### src/rtl/lc_tx_sequencer.sv
// lc_tx_sequencer
// Transmit-side sequencer for the layer controller. Takes a 1..BUF_SIZE word
// message command from layer logic and drives the MBus TX port. Words are
// chained with TX_PEND, and each word uses a 4-phase TX_REQ/TX_ACK handshake.
// The MBus result (TX_SUCC/TX_FAIL) is acknowledged with TX_RESP_ACK, and
// completion is reported upstream with a one-cycle DONE pulse.
//
// Handshakes (all 4-phase, level based):
//   CMD_REQ/CMD_ACK     : CMD_ACK rises when the command is latched. It falls
//                         on the first cycle CMD_REQ is low. A new command
//                         needs CMD_REQ low first.
//   TX_REQ/TX_ACK       : TX_REQ falls once TX_ACK is seen. The next word is
//                         raised only after TX_ACK has returned low.
//                         TX_DATA/TX_PEND change only while TX_REQ is low.
//   TX_SUCC|TX_FAIL /
//   TX_RESP_ACK         : TX_RESP_ACK is held until both result lines drop.
//
// Ports:
//   CLK, resetn_local         clock, async active-low reset
//   CMD_REQ/ACK/ADDR/LEN/DATA/PRIORITY   upstream command
//   DONE, DONE_FAIL, DONE_WORDS          upstream completion report
//   TX_ADDR/DATA/PEND/REQ/ACK, PRIORITY  MBus TX word interface
//   TX_SUCC, TX_FAIL, TX_RESP_ACK        MBus TX result interface
//   state_dbg_o                          current FSM state (debug)
module lc_tx_sequencer #(
  parameter int ADDR_WIDTH = 32,
  parameter int DATA_WIDTH = 32,
  parameter int BUF_SIZE   = 4,
  localparam int LW = $clog2(BUF_SIZE),
  localparam int CW = $clog2(BUF_SIZE + 1)
) (
  input  logic                         CLK,
  input  logic                         resetn_local,
  input  logic                         CMD_REQ,
  output logic                         CMD_ACK,
  input  logic [ADDR_WIDTH-1:0]        CMD_ADDR,
  input  logic [LW-1:0]                CMD_LEN,
  input  logic [DATA_WIDTH*BUF_SIZE-1:0] CMD_DATA,
  input  logic                         CMD_PRIORITY,
  output logic                         DONE,
  output logic                         DONE_FAIL,
  output logic [CW-1:0]                DONE_WORDS,
  output logic [ADDR_WIDTH-1:0]        TX_ADDR,
  output logic [DATA_WIDTH-1:0]        TX_DATA,
  output logic                         TX_PEND,
  output logic                         TX_REQ,
  input  logic                         TX_ACK,
  output logic                         PRIORITY,
  input  logic                         TX_SUCC,
  input  logic                         TX_FAIL,
  output logic                         TX_RESP_ACK,
  output logic [2:0]                   state_dbg_o
);

  typedef enum logic [2:0] {
    ST_IDLE    = 3'd0,
    ST_REQ     = 3'd1,
    ST_ACK_LOW = 3'd2,
    ST_RESULT  = 3'd3,
    ST_RESP    = 3'd4
  } state_t;

  state_t                  state_q, state_d;
  logic [DATA_WIDTH-1:0]   words_q [BUF_SIZE];
  logic [DATA_WIDTH-1:0]   words_d [BUF_SIZE];
  logic [LW-1:0]           len_q, len_d, idx_q, idx_d;
  logic [CW-1:0]           acked_q, acked_d;
  logic                    fail_q, fail_d;
  logic                    cmd_ack_q, cmd_ack_d;
  logic [ADDR_WIDTH-1:0]   tx_addr_q, tx_addr_d;
  logic [DATA_WIDTH-1:0]   tx_data_q, tx_data_d;
  logic                    tx_pend_q, tx_pend_d;
  logic                    tx_req_q, tx_req_d;
  logic                    prio_q, prio_d;
  logic                    resp_ack_q, resp_ack_d;
  logic                    done_q, done_d;
  logic                    done_fail_q, done_fail_d;
  logic [CW-1:0]           done_words_q, done_words_d;

  logic          accept;
  logic          result;
  logic [LW-1:0] idx_next;

  // CMD_ACK must be low before a new command is taken, so a CMD_REQ still
  // held from the previous message cannot retrigger.
  assign accept   = (state_q == ST_IDLE) && CMD_REQ && !cmd_ack_q;
  // Both result lines high counts as a failure; fail_d samples TX_FAIL.
  assign result   = TX_SUCC | TX_FAIL;
  assign idx_next = idx_q + LW'(1);

  // State and datapath registers
  always_ff @(posedge CLK or negedge resetn_local) begin
    if (!resetn_local) begin
      state_q      <= ST_IDLE;
      for (int i = 0; i < BUF_SIZE; i++) words_q[i] <= '0;
      len_q        <= '0;
      idx_q        <= '0;
      acked_q      <= '0;
      fail_q       <= 1'b0;
      cmd_ack_q    <= 1'b0;
      tx_addr_q    <= '0;
      tx_data_q    <= '0;
      tx_pend_q    <= 1'b0;
      tx_req_q     <= 1'b0;
      prio_q       <= 1'b0;
      resp_ack_q   <= 1'b0;
      done_q       <= 1'b0;
      done_fail_q  <= 1'b0;
      done_words_q <= '0;
    end else begin
      state_q      <= state_d;
      words_q      <= words_d;
      len_q        <= len_d;
      idx_q        <= idx_d;
      acked_q      <= acked_d;
      fail_q       <= fail_d;
      cmd_ack_q    <= cmd_ack_d;
      tx_addr_q    <= tx_addr_d;
      tx_data_q    <= tx_data_d;
      tx_pend_q    <= tx_pend_d;
      tx_req_q     <= tx_req_d;
      prio_q       <= prio_d;
      resp_ack_q   <= resp_ack_d;
      done_q       <= done_d;
      done_fail_q  <= done_fail_d;
      done_words_q <= done_words_d;
    end
  end

  // Next-state logic
  always_comb begin
    state_d = state_q;
    unique case (state_q)
      ST_IDLE:    if (accept) state_d = ST_REQ;
      ST_REQ: begin
        if (TX_ACK)      state_d = ST_ACK_LOW;
        else if (result) state_d = ST_RESP;
      end
      ST_ACK_LOW: begin
        if (result)       state_d = ST_RESP;
        else if (!TX_ACK) state_d = (idx_q < len_q) ? ST_REQ : ST_RESULT;
      end
      ST_RESULT:  if (result)  state_d = ST_RESP;
      ST_RESP:    if (!result) state_d = ST_IDLE;
      default:    state_d = ST_IDLE;
    endcase
  end

  // Next values for the registered outputs and datapath
  always_comb begin
    words_d      = words_q;
    len_d        = len_q;
    idx_d        = idx_q;
    acked_d      = acked_q;
    fail_d       = fail_q;
    tx_addr_d    = tx_addr_q;
    tx_data_d    = tx_data_q;
    tx_pend_d    = tx_pend_q;
    tx_req_d     = tx_req_q;
    prio_d       = prio_q;
    resp_ack_d   = resp_ack_q;
    done_d       = 1'b0;
    done_fail_d  = done_fail_q;
    done_words_d = done_words_q;
    cmd_ack_d    = !CMD_REQ ? 1'b0 : (accept ? 1'b1 : cmd_ack_q);

    unique case (state_q)
      ST_IDLE: begin
        if (accept) begin
          for (int i = 0; i < BUF_SIZE; i++)
            words_d[i] = CMD_DATA[i*DATA_WIDTH +: DATA_WIDTH];
          len_d     = CMD_LEN;
          idx_d     = '0;
          acked_d   = '0;
          fail_d    = 1'b0;
          tx_addr_d = CMD_ADDR;
          tx_data_d = CMD_DATA[DATA_WIDTH-1:0];
          tx_pend_d = (CMD_LEN != '0);
          prio_d    = CMD_PRIORITY;
          tx_req_d  = 1'b1;
        end
      end
      ST_REQ: begin
        if (TX_ACK) begin
          tx_req_d = 1'b0;
          acked_d  = acked_q + CW'(1);
        end else if (result) begin
          // Result before the word was acked: abort the message.
          tx_req_d   = 1'b0;
          tx_pend_d  = 1'b0;
          resp_ack_d = 1'b1;
          fail_d     = TX_FAIL;
        end
      end
      ST_ACK_LOW: begin
        if (result) begin
          tx_req_d   = 1'b0;
          tx_pend_d  = 1'b0;
          resp_ack_d = 1'b1;
          fail_d     = TX_FAIL;
        end else if (!TX_ACK) begin
          if (idx_q < len_q) begin
            idx_d     = idx_next;
            tx_data_d = words_q[idx_next];
            tx_pend_d = (idx_next != len_q);
            tx_req_d  = 1'b1;
          end else begin
            tx_pend_d = 1'b0;
          end
        end
      end
      ST_RESULT: begin
        if (result) begin
          resp_ack_d = 1'b1;
          fail_d     = TX_FAIL;
        end
      end
      ST_RESP: begin
        if (!result) begin
          resp_ack_d   = 1'b0;
          prio_d       = 1'b0;
          done_d       = 1'b1;
          // A short word count means the message was truncated.
          done_fail_d  = fail_q | (acked_q != (CW'(len_q) + CW'(1)));
          done_words_d = acked_q;
        end
      end
      default: ;
    endcase
  end

  assign CMD_ACK     = cmd_ack_q;
  assign TX_ADDR     = tx_addr_q;
  assign TX_DATA     = tx_data_q;
  assign TX_PEND     = tx_pend_q;
  assign TX_REQ      = tx_req_q;
  assign PRIORITY    = prio_q;
  assign TX_RESP_ACK = resp_ack_q;
  assign DONE        = done_q;
  assign DONE_FAIL   = done_fail_q;
  assign DONE_WORDS  = done_words_q;
  assign state_dbg_o = state_q;

endmodule

### config.mk
export PLATFORM = sky130hd
export DESIGN_NAME = lc_tx_sequencer
export DESIGN_NICKNAME = d
export VERILOG_FILES = /design/src/rtl/lc_tx_sequencer.sv
export SDC_FILE = /design/constraint.sdc
export NUM_CORES = 1
export LEC_CHECK = 0
export CORE_ASPECT_RATIO = 2
export CORE_UTILIZATION = 53
export DETAILED_ROUTE_END_ITERATION = 7
export GPL_TIMING_DRIVEN = 0
export HOLD_SLACK_MARGIN = 0.05
export MAX_ROUTING_LAYER = met4
export PLACE_DENSITY = 0.94
export SKIP_CTS_REPAIR_TIMING = 1
export SKIP_LAST_GASP = 1
export SYNTH_ARGS = -nofsm -noshare
export SYNTH_HDL_FRONTEND = slang
export SYNTH_SLANG_ARGS = --single-unit
### constraint.sdc
create_clock -name CLK -period 4.8 [get_ports CLK]
set_clock_uncertainty 0.15 [all_clocks]
set_input_delay 0.96 -clock CLK [delete_from_list [all_inputs] [get_ports CLK]]
set_output_delay 0.96 -clock CLK [all_outputs]
set_load 0.05 [all_outputs]
### Yosys cells after proc, flatten, opt, wreduce, memory -nomap -nowiden

Cells that the tools add are included.

| storage, ports and cells | value |
|---|---|
| logic and storage cells | 118 |
| output and inout bits | 77 |
| bits of input ports | 169 |
| flip-flop bits (word level) | 213 |

| cells by class | value |
|---|---|
| muxes and demuxes | 50 |
| bitwise logic cells | 4 |
| $lt $le $gt $ge | 2 |
| equality and inequality tests | 18 |
| add/sub/neg operators | 3 |
| reductions and logical operators | 22 |

Operators with widths:

| kind | number |
|---|---|
| $mux W32 | 6 |
| $bmux W32 S2 | 1 |
| $pmux W32 S2 | 1 |
| $mux W3 | 8 |
| $mux W1 | 21 |
| $ne A2 B2 Y1 const B | 8 |
| $pmux W3 S5 | 1 |
| $reduce_and A3 Y1 | 5 |
| $reduce_and A5 Y1 | 3 |
| $pmux W1 S3 | 4 |
| $mux W2 | 5 |
| $ne A3 B3 Y1 const B | 3 |
| $reduce_bool A3 Y1 | 3 |
| $reduce_bool A2 Y1 | 4 |
| $eq A3 B2 Y1 const B | 2 |
| $pmux W3 S2 | 1 |
| $pmux W2 S2 | 1 |
| $reduce_and A2 Y1 | 2 |
| $add A2 B1 Y3 const B | 1 |
| $add A3 B1 Y3 const B | 1 |
| $eq A3 B1 Y1 const B | 1 |
| $eq A3 B3 Y1 const B | 1 |
| $ge A3 B3 Y1 const B | 1 |
| $logic_not A3 Y1 | 1 |
| 12 further kinds | 14 |

### Depth between registers and ports, before layout

Gate-level depths: netlist (run 1).

| depth | value |
|---|---|
| depth after elaboration | 9 |
| depth in mapped cells | 10 |

### Least setup slack after synthesis (run 1)

No wires, ideal clock.

| timing | value |
|---|---|
| path kind | in2reg |
| start | input port TX_FAIL |
| end | register tx_data_q[21], in the netlist TX_DATA[21] |
| setup time | 0.126 ns |
| data required time | 4.524 ns |
| arrival time | 2.098 ns |
| setup slack | 2.426 ns |
| buffers on the path | 2 |
| stages | 6 |
| cells stage by stage | nor2_1 -> nand2_1 -> o31ai_4 -> buf_4 -> buf_2 -> a21oi_1 |

| between the ends | value |
|---|---|
| cells in the longest elaborated chain, start to end | 3 |

Ends and longest elaborated chain:

| item | line | text |
|---|---|---|
| from (decl) | 50 | `input logic TX_FAIL,` |
| $or A1 B1 Y1 | 88 | `assign result = TX_SUCC \| TX_FAIL;` |
| $ne A2 B2 Y1 (no source line) | - |  |
| $reduce_and A5 Y1 (no source line) | - |  |
| to (signal assigned) | 119 | `tx_data_q <= tx_data_d;` |
| to (decl) | 71 | `logic [DATA_WIDTH-1:0] tx_data_q, tx_data_d;` |

Every way passes these cells.
A chain may end at the register's enable or synchronous reset.

### Worst setup path in the final report (run 1)

| timing | value |
|---|---|
| start | input port TX_FAIL |
| end | register tx_data_q[25], in the netlist TX_DATA[25] |

The elaborated chain is that of the path after synthesis.

==> impl_metrics.yaml, run 1 <==
logic_synthesis:
  ys_types: 35
  syn_inst: 979
  synth_commonest_cells: "500 x nand2_1, 213 x dfrtp_1, 42 x nor2_1, 38 x a21oi_1, 36 x buf_2"
  ys_warn_count: 0
  async_flop_share: 1.00
  yosys_register_bits: 213
  synth-edff-count: 0
  synth_top_cell_area_share: 0.573
  syn_avg_cell_area_um2: 9.51
  syn-cell-area_mm2: 0.00931
  ys.flop_type: "dfrtp_1"
  synth-seq-area-share: 0.573
  yosysTopAreaCell: "dfrtp_1"
  yosysMostFrequentCell: "nand2_1"
  synth_nets: 1152
  synth.area.top_cells: "dfrtp_1 57%, nand2_1 20%, mux4_2 7.7%"
critical_path:
  rr_worst_depth: 10
  critPathCaptureType: "register"
  timing.rr.start: "idx_q[0]$_DFFE_PN0P_"
  worst_r2r_endpoint: "TX_DATA[25]$_DFFE_PN0P_"
  required_ps: 5010
  arrival_ps: 3210
  worstSetupPathType: "in2reg"
  setup.worst_path.start_class: "input port"
  rrSetupSlack_ps: 1810
  crit_fanout: 10
clocking:
  root_buffer: "clkbuf_16"
  clock_path_buffers: 3
  numCtsBuffers: 20
  cts_tree: "done"
  clk_pin_slew_ps: 60
  cts_sinks: 213
  cts_max_level: 1
  clkLatencyLatePin_ps: 490
detailed_routing:
  ant_nets: 0
  num_vias: 8317
  drtPass1Iterations: 5
  vias_per_cell: 5.65
  wl_um: 28800
  wl_met1_um: 9540
  post_drt_wl_per_cell_um: 19.6
  routed.top_layer: "met4"
  met3_length_um: 1900
  drt-initial-drc-count: 588
  drc_errors: 0
  routed-wl-met2_um: 15400
min_path:
  holdCritPathClass: "reg2reg"
  holdPathEnd: "words_q[107]$_DFFE_PN0P_"
  min_from: "words_q[107]$_DFFE_PN0P_"
  min_path_cells: 2
die:
  rows: 68
  ios: 246
  die_area_mm2: 0.0181
  coreArea_mm2: 0.0172
  die_h_um: 189
  start_util: 0.542
  die_x_um: 95.7
grt:
  first_global_vias: 9015
  grtUsageTotal: 0.337
  grt_max_degree: 112
  grt_pass1_wl_um: 44500
  grt_overflow: 0
  antenna_found_initial: 1
cells_and_area:
  drive_gt1_frac: 0.0841
  nFillCells: 1161
  final_nets: 1419
  syn_to_final_growth_pct: 36.8
power:
  power_w: 0.00896
  peakVddDrop_uv: 587
  p_comb_frac: 0.462
  seqPwrFrac: 0.352
  power.internal_w: 0.00511
  swShare: 0.430
  leakage_nw: 6.10
  p_clk_frac: 0.186
  p_per_area_mw_per_mm2: 703
  p_sw_w: 0.00385
sta:
  fin_crit_ps: 3000
  fmax_mhz: 333
  worstMarginPinSlew_ps: 856
  finalSetupTns_ps: 0
  max-slew-margin-rel: 0.430
  min_period_over_period: 0.625
  setup_violations: 0
  slew_viol_final: 0
  rsz0062_at_grt: "no"
  hold_viol: 0
placement:
  dp_hpwl_um: 20300
  place.gp.congestion: 0.901
  portBuffers: 244
status:
  status: "finished, final reports clean"
flow_run:
  maxCapViolations: 0
[power by group through the flow]
stage | sequential, W | combinational [W] | clock, W
global route | 0.00322 | 0.00445 | 0.00174
detailed placement | 0.00315 | 0.00410 | 0
floorplan | 0.00406 | 0.00168 | 0
CTS | 0.00313 | 0.00415 | 0.00168
finish | 0.00315 | 0.00414 | 0.00167
global placement | 0.00309 | 0.00396 | 0
[routing by layer]
metal | vias up | GRT usage
met3 | 135 | 0.0446
met4 | 0 | 0.211
li1 | 3670 | -
met1 | 4069 | 0.357
met5 | - | -
met2 | 443 | 0.578
[through the flow]
step | util | hold slack, ps | std cells | cell area (um2) | worst slack (ps)
final | 0.741 | 327 | 1471 | 12700 | 1800
after global routing | 0.741 | 338 | 1471 | 12700 | 1610
after CTS | 0.741 | 328 | 1470 | 12700 | 1800
after detailed placement | 0.701 | 311 | 1434 | 12000 | 1370
after global placement | 0.699 | 302 | 1433 | 12000 | -5970
after floorplan | - | 290 | 979 | 9310 | 2430
[kinds of logic (layout without fill, tap and decap cells)]
group | Yosys count | count (layout) | share of synthesized area
simple gates | 558 | 558 | 0.229
flops | 213 | 213 | 0.573
compound gates | 67 | 67 | 0.0423
buf+inv | 66 | 347 | 0.0323
mux | 64 | 64 | 0.112
xor+xnor | 7 | 7 | 0.00659
fa+ha+maj | 4 | 4 | 0.00538
other cells | 0 | 1 | 0
[flip-flops by register name, summed over array words and instances (netlist names)]
register,flops
PRIORITY,1
acked_q,3
DONE_FAIL,1
DONE_WORDS,3
TX_ADDR,32
fail_q,1
words_q,128
TX_DATA,32
TX_REQ,1
CMD_ACK,1
idx_q,2
len_q,2
TX_RESP_ACK,1
DONE,1
TX_PEND,1
state_dbg_o,3
[how the worst max path moves through the flow]
stage	start	end	slack [ps]	depth (start not counted)
finish	TX_FAIL	TX_DATA[25]$_DFFE_PN0P_	1800	7
global route	idx_q[0]$_DFFE_PN0P_	TX_DATA[21]$_DFFE_PN0P_	1610	10
CTS	idx_q[0]$_DFFE_PN0P_	TX_DATA[29]$_DFFE_PN0P_	1800	10
detailed placement	TX_FAIL	TX_DATA[29]$_DFFE_PN0P_	1370	7
global placement	resetn_local	words_q[83]$_DFFE_PN0P_	-5970	1
floorplan	TX_FAIL	TX_DATA[21]$_DFFE_PN0P_	2430	6
[critical path, stage by stage]
cell and delay, ps:
clkdlybuf4s50_1 460, nor2_1 510, nand2_1 250, o31ai_4 330, buf_4 260, buf_2 300, a21oi_1 110
[layout make-up]
type                       count  area (um2)  area share
sequential                   213        5330       0.418
multi-input combinational    700        3680       0.289
clock inverter                 6        80.1     0.00629
buffer                        59         274      0.0215
tap                          210         263      0.0206
clock buffer                  30         609      0.0478
antenna                        1        2.50    0.000196
timing repair buffer         245        2470       0.194
inverter                       7        26.3     0.00206
[cell usage in the layout (no fill, tap or decap), types with 3 or more instances in the layout]
cell type	Yosys	final
clkbuf_16	0	21
o21ai_0	13	13
clkbuf_8	0	5
buf_2	36	36
nor4_1	3	3
o21a_1	3	3
mux2i_1	32	32
xnor2_1	5	5
ha_1	4	4
nor2_1	42	42
mux4_2	32	32
a21oi_1	38	38
dfrtp_1	213	213
clkinv_2	0	4
clkbuf_1	20	24
inv_1	7	7
nand2b_1	3	3
nand2_1	500	500
clkdlybuf4s50_1	0	243
a21o_1	4	4
(Power assumes the default switching activity.)
==> run 2: changes to the inputs <==
--- a/config.mk
+++ b/config.mk
@@ -6,12 +6,12 @@
 export NUM_CORES = 1
 export LEC_CHECK = 0
 export CORE_ASPECT_RATIO = 2
-export CORE_UTILIZATION = 53
+export CORE_UTILIZATION = 49
 export DETAILED_ROUTE_END_ITERATION = 7
 export GPL_TIMING_DRIVEN = 0
 export HOLD_SLACK_MARGIN = 0.05
 export MAX_ROUTING_LAYER = met4
-export PLACE_DENSITY = 0.94
+export PLACE_DENSITY = 0.89
 export SKIP_CTS_REPAIR_TIMING = 1
 export SKIP_LAST_GASP = 1
 export SYNTH_ARGS = -nofsm -noshare
==> constraint.sdc (replaced) <==
create_clock -name CLK -period 2.95 [get_ports CLK]
set_clock_uncertainty 0.15 [all_clocks]
set_input_delay 0.59 -clock CLK [delete_from_list [all_inputs] [get_ports CLK]]
set_output_delay 0.59 -clock CLK [all_outputs]
set_load 0.05 [all_outputs]
==> run 2 against run 1 <==
Effect of this change: first-iteration DRC count is 22% lower; combinational power is 61% higher; die area is 8.0% higher; final cell count is 3.0% higher; critical path depth is 3 higher; sequential share of layout area is 0.25 points lower; worst setup slack worse by 1600 ps; register-to-register slack worse by 1600 ps; sequential power is 62% higher; cell area is 0.59% higher; hold slack worse by 1.7 ps; highest routed layer unchanged.
==> impl_metrics.yaml, run 2 (synthesis gave the netlist of run 1 again) <==
status:
  status: "finished, final reports clean"
sta:
  fmax_mhz: 362
  rsz0062_at_grt: "no"
  worst_slack_ps: 189
  max-slew-margin-rel: 0.496
  min_period_over_period: 0.936
  setup_violations: 0
  hold_viol: 0
  fin_crit_ps: 2760
  slew_viol_final: 0
  worstMarginPinSlew_ps: 757
placement:
  dpl_cell_area_mm2: 0.0121
  portBuffers: 244
  place.gp.congestion: 0.884
  dp_hpwl_um: 20300
  pre_cts_ws_ps: -116
critical_path:
  setup.worst_path.start_class: "register"
  worstSetupPathType: "reg2reg"
  crit_fanout: 10
  cp_cell_sequence: "clkbuf_1 -> clkbuf_2 -> inv_1 -> ha_1 -> inv_1 -> a21o_1 -> o31ai_4 -> buf_4 -> buf_2 -> a21oi_1"
  critPathCaptureType: "register"
  cpMostUsedCell: "inv_1"
  required_ps: 3170
  arrival_ps: 2980
  crit_slowest_cell: "dfrtp_1"
  cp_slowest_stage_delay_ps: 360
cells_and_area:
  final_nets: 1420
  seq_area_mm2: 0.00533
  multiInputGateArea_mm2: 0.00368
  syn_to_final_growth_pct: 37.6
  drive_gt1_frac: 0.0850
  post-route-cell-area_mm2: 0.0128
  final_common_cell: "nand2_1"
  largest_register_ffs: 128
  nFillCells: 1361
  final_cell_mix: "500 x nand2_1, 243 x clkdlybuf4s50_1, 213 x dfrtp_1, 42 x nor2_1, 38 x a21oi_1"
  top_register: "words_q"
flow_run:
  maxCapViolations: 0
grt:
  grtUsageTotal: 0.305
  grt_overflow: 0
  grt_max_degree: 117
  grt_pass1_wl_um: 44300
  antenna_found_initial: 1
  first_global_vias: 8755
die:
  coreArea_mm2: 0.0187
  ios: 246
  die_x_um: 99.5
  start_util: 0.497
  die_h_um: 197
  rows: 71
  die_area_mm2: 0.0196
clocking:
  numCtsBuffers: 20
  root_buffer: "clkbuf_16"
  clk_pin_slew_ps: 70
  clock_path_buffers: 3
  cts_tree: "done"
  cts_sinks: 213
  cts_max_level: 1
  clkLatencyLatePin_ps: 500
detailed_routing:
  wl_um: 28300
  num_vias: 8083
  drc_errors: 0
  ant_nets: 0
  drtPass1Iterations: 7
  vias_per_cell: 5.34
  drt-initial-drc-count: 461
  post_drt_wl_per_cell_um: 18.7
min_path:
  holdCritPathClass: "reg2reg"
power:
  peakVddDrop_uv: 735
  leakage_nw: 6.10
  p_per_area_mw_per_mm2: 1140
[run 2: cell count changes in the layout (fill, tap and decap cells not counted), sizes merged]
cell,delta
dlygate4sd3,+1
clkbuf,-5
clkinvlp,+2
bufinv,+1
[run 2: layout make-up]
class	instances	share of cell area
inverters	7	0.00205
multi-input cells	700	0.287
plain buffers	59	0.0215
clock inverters	9	0.0106
flip-flops and latches	213	0.416
diodes	1	0.000195
repair buffers	246	0.194
clock buffers	25	0.0437
well taps	255	0.0249
[run 2: stage by stage]
stage	util	power (W)	cells	hold slack, ps	setup TNS, ps
detailed placement	0.646	0.0118	1479	309	-4070
finish	0.684	0.0146	1515	325	0
CTS	0.683	0.0146	1513	-4.73	0
global route	0.684	0.0154	1515	347	0
global placement	0.644	0.0115	1478	302	-1604480
floorplan	-	0.00933	979	144	0
[run 2: worst max-delay path: cells and delay by family (launching register included)]
kind                       cells  cell delay, ps
AOI/OAI and AO/OA              3             660
buffers and inverters          6            1310
DFF                            1             360
adders and majority gates      1             160
[run 2: path summary, 6_finish.rpt]
kind / startpoint / to / slack (ps) / cells past startpoint
min in group asynchronous: resetn_local / words_q[8]$_DFFE_PN0P_ / 550 / 2
max reg2reg: idx_q[0]$_DFFE_PN0P_ / TX_DATA[27]$_DFFE_PN0P_ / 190 / 10
max: idx_q[0]$_DFFE_PN0P_ / TX_DATA[27]$_DFFE_PN0P_ / 190 / 10
min reg2reg: TX_ADDR[7]$_DFFE_PN0P_ / TX_ADDR[7]$_DFFE_PN0P_ / 330 / 2
min: TX_ADDR[7]$_DFFE_PN0P_ / TX_ADDR[7]$_DFFE_PN0P_ / 330 / 2
max in group asynchronous: resetn_local / TX_ADDR[23]$_DFFE_PN0P_ / 1050 / 3
[run 2: metal layers]
layer  share of wire  track usage  vias to the layer above
li1                -            -                     3683
met1            0.35        0.321                     3921
met2            0.53        0.529                      351
met3           0.057       0.0433                      128
met4           0.063        0.199                        0
met5               0            -                        -
[run 2: power breakdown]
part,switching (W),internal (W)
sequential,0.000822,0.00429
combinational,0.00426,0.00241
clock,0.00116,0.00162
==> run 3: changes to the inputs <==
==> constraint.sdc (replaced) <==
create_clock -name CLK -period 2.95 [get_ports CLK]
set_clock_uncertainty 0.15 [all_clocks]
set_input_delay 0.59 -clock CLK [delete_from_list [all_inputs] [get_ports CLK]]
set_output_delay 0.59 -clock CLK [all_outputs]
set_load 0.02 [all_outputs]
==> results of run 3 <==
Same layout as run 2 (identical final DEF). Status: finished, final reports clean.
Main changes from that run: total power 0.0146 W -> 0.0134 W; worst IR drop on VDD 735 uV -> 601 uV
